## config.mk

```make
export PLATFORM = sky130hd
export DESIGN_NAME = uart_tx_mm
export DESIGN_NICKNAME = d
export VERILOG_FILES = /design/src/rtl/uart_tx_mm.sv
export SDC_FILE = /design/constraint.sdc
export NUM_CORES = 1
export LEC_CHECK = 0
export CORE_UTILIZATION = 25
export CTS_CLUSTER_SIZE = 40
export DETAILED_ROUTE_END_ITERATION = 8
export SYNTH_ARGS = -nofsm -noshare
export SYNTH_HDL_FRONTEND = slang
export SYNTH_SLANG_ARGS = --single-unit
```

## constraint.sdc

```tcl
create_clock -name clk -period 5.8 [get_ports clk]
set_clock_uncertainty 0.05 [all_clocks]
set_input_delay 1.16 -clock clk [delete_from_list [all_inputs] [get_ports clk]]
set_output_delay 1.16 -clock clk [all_outputs]
set_load 0.03 [all_outputs]
```

## src/rtl/uart_tx_mm.sv

```systemverilog
// uart_tx_mm: memory-mapped UART transmitter with TX FIFO, programmable divisor and irq.
// Parity support is compiled in only when UART_TX_PARITY_EN is defined.
module uart_tx_mm #(
  parameter int DBITS   = 8,
  parameter int FIFO_AW = 4,
  parameter int DIV_W   = 16,
  parameter int DIV_RST = 434
) (
  input  logic        clk,
  input  logic        reset,
  input  logic [1:0]  address,
  input  logic        chipselect,
  input  logic        read,
  input  logic        write,
  input  logic [31:0] writedata,
  output logic [31:0] readdata,
  output logic        tdo,
  output logic        irq
);
  localparam int DEPTH = 2 ** FIFO_AW;
  localparam logic [FIFO_AW:0] FULL_CNT = (FIFO_AW + 1)'(DEPTH);
  localparam logic [3:0] LAST = 4'(DBITS - 1);
`ifdef UART_TX_PARITY_EN
  typedef enum logic [2:0] {IDLE, START, DATA, PARITY, STOP} state_t;
  logic r_par_en_l, r_par;
`else
  typedef enum logic [1:0] {IDLE, START, DATA, STOP} state_t;
`endif
  state_t r_state, w_state_n;
  logic [DBITS-1:0] r_mem [DEPTH];
  logic [FIFO_AW-1:0] r_wptr, r_rptr;
  logic [FIFO_AW:0] r_count;
  logic [DIV_W-1:0] r_div, r_div_l, r_cnt;
  logic [DBITS-1:0] r_shift;
  logic [3:0] r_bit;
  logic [31:0] r_rdata;
  logic r_tx_en, r_par_en, r_par_odd, r_two_stop, r_irq_en, r_ovf, r_two_l;
  logic w_full, w_empty, w_busy, w_pop, w_push, w_push_req, w_bit_end;
  logic [31:0] w_status, w_rmux;
  wire w_unused = ^writedata;
  wire w_wr = chipselect & write;
  assign w_full     = r_count == FULL_CNT;
  assign w_empty    = r_count == '0;
  assign w_busy     = r_state != IDLE;
  assign w_pop      = (r_state == IDLE) & r_tx_en & ~w_empty;
  assign w_push_req = w_wr & (address == 2'd0);
  assign w_push     = w_push_req & (~w_full | w_pop);
  assign w_bit_end  = r_cnt == r_div_l - DIV_W'(1);
  assign w_status   = (32'(r_count) << 8) | {28'd0, r_ovf, w_busy, w_empty, w_full};
  assign w_rmux     = (address == 2'd1) ? w_status :
                      (address == 2'd2) ? {27'd0, r_irq_en, r_two_stop, r_par_odd, r_par_en, r_tx_en} :
                      (address == 2'd3) ? 32'(r_div) : 32'd0;
  assign readdata   = r_rdata;
  assign irq        = r_irq_en & ((w_empty & ~w_busy) | r_ovf);
  assign tdo        = (r_state == START) ? 1'b0 :
                      (r_state == DATA)  ? r_shift[0] :
`ifdef UART_TX_PARITY_EN
                      (r_state == PARITY) ? r_par :
`endif
                      1'b1;
  always_comb begin
    w_state_n = r_state;
    case (r_state)
      IDLE:   w_state_n = w_pop ? START : IDLE;
      START:  if (w_bit_end) w_state_n = DATA;
`ifdef UART_TX_PARITY_EN
      DATA:   if (w_bit_end && r_bit == LAST) w_state_n = r_par_en_l ? PARITY : STOP;
      PARITY: if (w_bit_end) w_state_n = STOP;
`else
      DATA:   if (w_bit_end && r_bit == LAST) w_state_n = STOP;
`endif
      STOP:   if (w_bit_end && (!r_two_l || r_bit[0])) w_state_n = IDLE;
      default: w_state_n = IDLE;
    endcase
  end
  always_ff @(posedge clk) begin
    if (reset) r_state <= IDLE;
    else r_state <= w_state_n;
  end
  always_ff @(posedge clk) begin
    if (w_push) r_mem[r_wptr] <= writedata[DBITS-1:0];
  end
  always_ff @(posedge clk) begin
    if (reset) begin
      r_wptr <= '0;
      r_rptr <= '0;
      r_count <= '0;
      r_ovf <= 1'b0;
      r_rdata <= '0;
      r_tx_en <= 1'b1;
      r_par_en <= 1'b0;
      r_par_odd <= 1'b0;
      r_two_stop <= 1'b0;
      r_irq_en <= 1'b0;
      r_div <= DIV_W'(DIV_RST);
    end else begin
      r_wptr <= r_wptr + FIFO_AW'(w_push);
      r_rptr <= r_rptr + FIFO_AW'(w_pop);
      r_count <= r_count + (FIFO_AW + 1)'(w_push) - (FIFO_AW + 1)'(w_pop);
      // a dropped push in the same cycle as a clear leaves ovf set
      r_ovf <= (w_push_req & w_full & ~w_pop) ? 1'b1 :
               (w_wr && address == 2'd1 && writedata[3]) ? 1'b0 : r_ovf;
      r_rdata <= (chipselect & read & ~write) ? w_rmux : '0;
      if (w_wr && address == 2'd2) begin
        r_tx_en <= writedata[0];
`ifdef UART_TX_PARITY_EN
        r_par_en <= writedata[1];
        r_par_odd <= writedata[2];
`endif
        r_two_stop <= writedata[3];
        r_irq_en <= writedata[4];
      end
      if (w_wr && address == 2'd3)
        r_div <= (writedata[DIV_W-1:0] < DIV_W'(2)) ? DIV_W'(2) : writedata[DIV_W-1:0];
    end
  end
  always_ff @(posedge clk) begin
    if (reset) begin
      r_cnt <= '0;
      r_bit <= '0;
      r_shift <= '0;
      r_div_l <= DIV_W'(DIV_RST);
      r_two_l <= 1'b0;
`ifdef UART_TX_PARITY_EN
      r_par_en_l <= 1'b0;
      r_par <= 1'b0;
`endif
    end else if (w_pop) begin
      r_cnt <= '0;
      r_bit <= '0;
      r_shift <= r_mem[r_rptr];
      r_div_l <= r_div;
      r_two_l <= r_two_stop;
`ifdef UART_TX_PARITY_EN
      r_par_en_l <= r_par_en;
      r_par <= (^r_mem[r_rptr]) ^ r_par_odd;
`endif
    end else if (w_busy) begin
      r_cnt <= w_bit_end ? '0 : r_cnt + DIV_W'(1);
      if (w_bit_end && r_state == DATA) begin
        r_shift <= r_shift >> 1;
        r_bit <= (r_bit == LAST) ? 4'd0 : r_bit + 4'd1;
      end
      if (w_bit_end && r_state == STOP) r_bit <= r_bit + 4'd1;
    end
  end
endmodule

```

# After elaboration in Yosys (flattened, before gate mapping)
# Memory sizes are Yosys's and may differ from the RTL's. A register that Yosys moved wholly into a read port is not among the register bits.
# Index checks and enable logic that the tools add are counted.
word_totals:
  register_bits: 112
  latch_bits: 0
  mem_bits_rw: 128
  rom_bits: 0
  memories: 1
memory_table:
  columns: ["name", "depth", "width", "read_ports", "rd_clocked_by_memory_dff", "write_ports", "line_no", "text"]
  rows:
  - ["r_mem", 16, 8, 1, 1, 1, "30", "logic [DBITS-1:0] r_mem [DEPTH];"]
op_classes:
  addsub: 7
  multipliers: 0
  div: 0
  n_lt_le_gt_ge: 1
  eq_ne: 12
  n_shift: 0
  n_mux: 23
  bitwise_logic: 20
  n_reduce_logical: 23
ops:
  columns: ["op", "n"]
  rows:
  - ["$mux 16", 5]
  - ["$mux 8", 3]
  - ["$add 16x1->16 const B", 1]
  - ["$eq 16x16->1", 1]
  - ["$lt 16x2->1 const B", 1]
  - ["$mux 4", 4]
  - ["$sub 16x1->16 const B", 1]
  - ["$or 13x4->13", 1]
  - ["$and 1x1->1", 11]
  - ["$reduce_bool 2->1", 5]
  - ["$add 4x1->4", 2]
  - ["$eq 2x2->1 const B", 4]
  - ["$logic_and 1x1->1", 8]
  - ["$pmux 2 s4", 1]
  - ["$mux 1", 7]
  - ["$mux 2", 3]
  - ["$not 1->1", 6]
  - ["$add 5x1->5", 1]
  - ["$eq 5x5->1 const B", 1]
  - ["$logic_not 5->1", 1]
  - ["$sub 5x1->5", 1]
  - ["$add 4x1->4 const B", 1]
  - ["$eq 2x1->1 const B", 2]
  - ["$eq 4x3->1 const B", 1]
  - ["other kinds (9)", 14]

# Longest topological paths before layout
# Gate-level depths: netlist of run 1.
depth:
  ltp_word: 7
  depth_mapped: 14
  ltp_nobuf: 13

# Least setup slack after synthesis of run 1
# OpenSTA, ideal clock, no wires.
synth_timing:
  kind: "input to register"
  from: "input port address[0]"
  to: "register r_count[4]"
  arrival_ns: 3.135
  t_required_ns: 5.680
  path_slack_ns: 2.545
  stages: 10
  path_buffers: 1
  cell_sequence: "clkbuf_1 nor3_1 nand2b_1 o21ai_0 ha_1 fa_1 a21oi_1 nor2_1 or3_1 a21oi_1"
synth_via:
  elab_chain_cells: 5
synth_rtl:
  columns: ["item", "line_no", "text"]
  rows:
  - ["start, declared", "11", "input logic [1:0] address,"]
  - ["$logic_not 2->1", "46", "assign w_push_req = w_wr & (address == 2'd0);"]
  - ["$and 1x1->1", "46", null]
  - ["$and 1x1->1", "47", "assign w_push = w_push_req & (~w_full | w_pop);"]
  - ["$add 5x1->5", "99", "r_count <= r_count + (FIFO_AW + 1)'(w_push) - (FIFO_AW + 1)'(w_pop);"]
  - ["$sub 5x1->5", "99", null]
  - ["end signal, assigned", "99", null]
  - ["end, declared", "32", "logic [FIFO_AW:0] r_count;"]
# Every way passes these cells.
# A chain may end at the register's enable or synchronous reset.

# Worst setup path after layout of run 1
layout_timing:
  from: "register r_state[0]"
  to: "output port irq"
layout_via:
  elab_chain_cells: 5
layout_rtl:
  columns: ["item", "line_no", "text"]
  rows:
  - ["start, declared", "29", "state_t r_state, w_state_n;"]
  - ["start signal, assigned", "78", "else r_state <= w_state_n;"]
  - ["$reduce_bool 2->1", "44", "assign w_busy = r_state != IDLE;"]
  - ["$not 1->1", "54", "assign irq = r_irq_en & ((w_empty & ~w_busy) | r_ovf);"]
  - ["$and 1x1->1", "54", null]
  - ["$or 1x1->1", "54", null]
  - ["$and 1x1->1", "54", null]
  - ["end, declared", "18", "output logic irq"]
# Every way passes these cells.

==> results of run 1 <==
## metal layers
layer / wire length [um] / share of wire, %
met5: 0 / 0
met4: 510 / 2.5
met3: 873 / 4.2
met2: 9617 / 46
met1: 9813 / 47
## layout make-up
class,count,area [um2],share of cell area (%)
flip-flops and latches,224,5767,50.26
multi-input cells,507,3735,32.55
well taps,518,648.1,5.648
clock buffers,27,590.6,5.147
repair buffers,56,515.5,4.492
clock inverters,15,173.9,1.516
inverters,12,45.04,0.3925
## Yosys cell counts, drive strengths merged, types with 3 or more instances
master	instances
nor2	71
nor4b	3
ha	16
edfxtp	128
or2	3
xnor2	17
xor2	21
nor2b	16
clkbuf	29
nand2b	13
dfxtp	96
nor3	11
nand2	88
nand4	11
nor4	6
mux2i	20
o22ai	7
nand3	15
o21ai	4
a21oi	50
and3	10
or4b	3
nand3b	14
and3b	3
and2	3
mux4	34
mux2	11
inv	11
a22oi	3
a211oi	6
or3	5
buf	31
## critical path, cell delays in order, from the launching register on
cell,delay [ns]
dfxtp_1,0.33
inv_1,0.10
ha_1,0.56
a21oi_1,0.16
nor2b_1,0.27
clkdlybuf4s50_1,0.73
## cells in the final DEF (no fill, tap or decap), drive strengths merged, types with 12 or more instances in the layout
| master | Yosys | final |
|---|---|---|
| nor2 | 71 | 71 |
| nand2b | 13 | 13 |
| buf | 31 | 17 |
| conb | 1 | 16 |
| edfxtp | 128 | 128 |
| a21oi | 50 | 50 |
| inv | 11 | 12 |
| mux2i | 20 | 20 |
| nand2 | 88 | 88 |
| nor2b | 16 | 16 |
| xor2 | 21 | 21 |
| nand3 | 15 | 15 |
| mux4 | 34 | 34 |
| clkdlybuf4s50 | 0 | 39 |
| clkbuf | 29 | 27 |
| dfxtp | 96 | 96 |
| nand3b | 14 | 14 |
| xnor2 | 17 | 17 |
| ha | 16 | 16 |
## report_power, final
| part | internal, uW | total (uW) | switching [uW] |
|---|---|---|---|
| clock | 872 | 1490 | 617 |
| sequential | 1760 | 1860 | 96.6 |
| combinational | 480 | 1100 | 616 |
| total | 3110 | 4440 | 1330 |
## metrics by stage
step                setup slack, ns  util (%)
floorplan                     2.545         -
global placement              1.780     27.71
detailed placement            1.834     27.71
CTS                           1.919     29.69
global route                  1.686     29.69
finish                        1.935     29.69
## logic make-up (layout without fill, tap and decap cells)
group / after synthesis / in the layout / synth area share (%)
AND/OR/NAND/NOR: 284 / 284 / 15.22
flip-flops: 224 / 224 / 58.78
AO/OA/AOI/OAI: 87 / 87 / 5.497
buffers and inverters: 72 / 110 / 3.724
multiplexers: 65 / 65 / 11.11
XOR/XNOR: 38 / 38 / 3.393
adder cells (fa/ha/maj): 17 / 17 / 2.245
other: 1 / 16 / 0.03823
## path summary, 6_finish.rpt
check,startpoint,cells after the start,to
max,r_state[0],5,irq
min,r_two_l,2,r_two_l
max reg2reg,r_state[0],13,r_count[4]
min reg2reg,r_two_l,2,r_two_l
## registers in the layout, summed over array words and instances, names as in the netlist, 2 cells and up
| register | flops |
|---|---|
| r_div_l | 16 |
| r_state | 2 |
| r_cnt | 16 |
| r_mem | 128 |
| r_shift | 8 |
| r_bit | 4 |
| r_count | 5 |
| readdata | 16 |
| r_rptr | 4 |
| r_div | 16 |
| r_wptr | 4 |
==> results.json, run 1 <==
{
  "outcome": "finished, final reports clean",
  "yosysSeqAreaShare_pct": 58.78,
  "avgSynthCellArea_um2": 12.45,
  "antenna_found_initial": 0,
  "p_leak_uw": 0.003773,
  "hp-class": "reg -> reg",
  "via_per_inst": 4.467,
  "crit_arrival_ns": 2.65,
  "synthFlopType": "edfxtp_1",
  "final-hold-violation-count": 0,
  "drive_above_1_share_pct": 12.49,
  "ys_types": 67,
  "die-height_um": 200.1,
  "cts_buffers": 23,
  "whs_ns": 0.4117,
  "detailed_place.area_um2": 10710,
  "cp-end-kind": "primary output",
  "dp_cells": 1317,
  "use_met3_pct": 1.495,
  "die_area_um2": 40030,
  "routedWlPerCell_um": 15.32,
  "crit_path_start_kind": "register",
  "dr.pass1.iters": 4,
  "relSlewSlack_pct": 30.15,
  "track_usage_pct": 10.48,
  "diodes": 0,
  "cts_max_path_buffers": 3,
  "htreeDepth": 1,
  "cts.clk_slew.worst_paths_ns": 0.06,
  "crit_type": "reg -> out",
  "setup_violations": 0,
  "worst_pin_slew_ns": 1.044,
  "synth_edf_count": 128,
  "ys_ff_latch": 224,
  "grt_max_degree": 73,
  "cts.repair.resized": 0,
  "syn_inst": 788,
  "start_util_pct": 25.38,
  "portBuffers": 40,
  "vias": 6071,
  "post_cts_buffers": 0,
  "crit_fanout": 16,
  "power_uw": 4441,
  "cts_tree": "done",
  "grt_overflow": 0,
  "p_per_area_nw_per_um2": 387.0,
  "num_rows": 72,
  "fin_area_um2": 11470,
  "drtIter0Drc": 414,
  "setup-tns-final_ns": 0,
  "nets": 880,
  "met2_usage_pct": 16.69,
  "busiest_layer": "met2",
  "clock_sinks": 224,
  "place_hpwl_mm": 14.07,
  "grt_use_met1_pct": 14.76,
  "ir_worst_vdd_v": 0.0001947,
  "die_w_um": 200.1,
  "cts_hold_buf": 0,
  "num_io_pins": 73,
  "layout.cells.non_filler": 1359,
  "final.min_clock_period_ns": 3.865,
  "syn-cell-area_um2": 9809,
  "rsz0062_at_grt": "no",
  "clock.fmax_mhz": 258.7,
  "drv_cap": 0,
  "wirelength_mm": 20.81,
  "yosysTopAreaCell": "edfxtp_1",
  "ant_nets": 0,
  "synth_area_leaders": "edfxtp_1 (39%), dfxtp_1 (20%), mux4_2 (7.8%)",
  "maxSlewViolCount": 0,
  "finalCritPeriodShare_pct": 66.63,
  "n_fill_cell": 3877,
  "place_congestion": 0.7779,
  "r2r_slack_ns": 2.08,
  "clk_latency_ns": 0.52,
  "yosysWarnings": 0,
  "synth-async-reset-ratio_pct": 0,
  "root_buffer": "clkbuf_16",
  "coreArea_um2": 38650,
  "syn2layout_area_growth_pct": 16.98,
  "grt_pass1_wl_mm": 32.33,
  "grt_pass1_vias": 5769,
  "yosys.area.top_type_share_pct": 39.18,
  "cp.required_ns": 4.59,
  "drc": 0
}
Power figures use the tool's default switching activity.
==> inputs of run 2 (changes only) <==
==> constraint.sdc (replaced) <==
create_clock -name clk -period 3.25 [get_ports clk]
set_clock_uncertainty 0.05 [all_clocks]
set_input_delay 0.65 -clock clk [delete_from_list [all_inputs] [get_ports clk]]
set_output_delay 0.65 -clock clk [all_outputs]
set_load 0.03 [all_outputs]
==> run 2 against run 1 <==
Flip-flop and latch count did not move. Cell area is 3.6% higher. Global-route usage up 0.49 points. Worst hold slack worse by 0.00087 ns. Non-clock buffer count is 30 higher.
==> results.json, run 2 (synthesized netlist as in run 1, its figures left out) <==
{
  "hp-class": "reg -> reg",
  "maxSlewViolCount": 0,
  "final-hold-violation-count": 0,
  "layout_common_cells": "edfxtp_1 (128), dfxtp_1 (95), nand2_1 (88)",
  "via_per_inst": 4.413,
  "crit_start": "r_count[2]",
  "htreeDepth": 1,
  "dp_cells": 1347,
  "num_io_pins": 73,
  "place_congestion": 0.7406,
  "vias": 6148,
  "worst_pin_slew_ns": 0.7233,
  "coreArea_um2": 38650,
  "relSlewSlack_pct": 51.71,
  "place_hpwl_mm": 15.15,
  "drive_above_1_share_pct": 16.57,
  "grt_max_degree": 44,
  "grt_overflow": 0,
  "ant_nets": 0,
  "cts_buffers": 25,
  "layout.cells.non_filler": 1393,
  "drc": 0,
  "cp.required_ns": 2.55,
  "final.min_clock_period_ns": 3.045,
  "crit_end": "irq",
  "fin_area_um2": 11890,
  "largest_reg_flops": 128,
  "portBuffers": 40,
  "rsz0062_at_grt": "no",
  "r2r_slack_ns": 0.21,
  "start_util_pct": 25.38,
  "antenna_found_initial": 0,
  "num_rows": 72,
  "grt_pass1_vias": 6049,
  "n_fill_cell": 3867,
  "finalCritPeriodShare_pct": 93.70,
  "clock_sinks": 224,
  "regMostFlops": "r_mem",
  "drv_cap": 0,
  "r2r_start": "r_div_l[0]",
  "routedWlPerCell_um": 15.51,
  "die_w_um": 200.1,
  "crit_type": "reg -> out",
  "setup_violations": 0,
  "crit_path_start_kind": "register",
  "crit_arrival_ns": 2.35,
  "wirelength_mm": 21.60,
  "rr_endpoint": "r_shift[5]",
  "fin_util_pct": 30.77,
  "dr.pass1.iters": 4,
  "cp-end-kind": "primary output",
  "p_leak_uw": 0.004024,
  "reg2reg_depth": 9,
  "die_area_um2": 40030,
  "clock.fmax_mhz": 328.4,
  "cts.clk_slew.worst_paths_ns": 0.06,
  "clk_latency_ns": 0.54,
  "crit_fanout": 3,
  "detailed_place.area_um2": 10970,
  "cts_max_path_buffers": 3,
  "ir_worst_vdd_v": 0.0004072,
  "cts_tree": "done",
  "power_uw": 8463,
  "grt_pass1_wl_mm": 34.30,
  "die-height_um": 200.1,
  "syn2layout_area_growth_pct": 21.24,
  "drtIter0Drc": 321,
  "diodes": 0,
  "nets": 912,
  "layout_commonest_cell": "edfxtp_1",
  "p_per_area_nw_per_um2": 711.6,
  "outcome": "finished, final reports clean",
  "root_buffer": "clkbuf_16",
  "cts_hold_buf": 0,
  "track_usage_pct": 10.97
}
## run 2: area by class of cell
cell class,count,area (um2),area share (%)
clock inverters,15,215.2,1.810
well taps,518,648.1,5.450
multi-input cells,507,3741,31.46
repair buffers,86,777.0,6.533
clock buffers,31,699.4,5.881
inverters,12,45.04,0.3787
flip-flops and latches,224,5767,48.49
## run 2: through the flow
| stage | TNS (ns) | hold WS [ns] | setup WS [ns] |
|---|---|---|---|
| 2_1_floorplan | 0 | 0.3820 | 0.2211 |
| 3_3_place_gp | -0.1170 | 0.3961 | -0.1170 |
| 3_5_place_dp | -0.08665 | 0.4063 | -0.08665 |
| 4_1_cts | 0 | 0.4154 | 0.1895 |
| 5_1_grt | 0 | 0.4333 | 0.04218 |
| 6_report | 0 | 0.4108 | 0.2046 |
## run 2: routing by layer
metal  global-route usage [%]  vias to the layer above  share of wire [%]  wire, um
met5                        0                        -                  0         0
met4                    2.573                        0                1.9       405
met3                    1.899                       27                3.6       788
met2                    18.08                      101                 47     10250
met1                    14.94                     3038                 47     10150
li1                         -                     2982                  -         -
## run 2: worst min path at each step
| stage | from | end | slack (ns) | cells after the start |
|---|---|---|---|---|
| after floorplan | r_two_l | r_two_l | 0.38 | 2 |
| after global placement | r_two_l | r_two_l | 0.40 | 2 |
| after detailed placement | r_two_l | r_two_l | 0.41 | 2 |
| after CTS | r_two_l | r_two_l | 0.42 | 2 |
| after global routing | r_div[6] | r_div_l[6] | 0.43 | 2 |
| final | r_two_l | r_two_l | 0.41 | 2 |
## run 2: timing repair
item / CTS / global route
endpoints found under the setup margin: 1 / 0
gates resized for setup: 2 / 0
setup buffers: 0 / 0
## run 2: where the power goes
group,internal [uW],leakage [uW],switching (uW),total [uW]
clock network,1870,0.000450,1190,3060
logic,980,0.00164,1120,2100
registers,3140,0.00193,168,3310
total,5990,0.00402,2470,8460
## run 2: worst max-delay path, stage by stage (launching register included)
cell and delay (ns):
dfxtp_1 0.33, inv_1 0.08, ha_1 0.15, nor4b_2 0.30, buf_4 0.20, a21oi_1 0.06
nor2b_1 0.24, dlygate4sd2_1 0.45
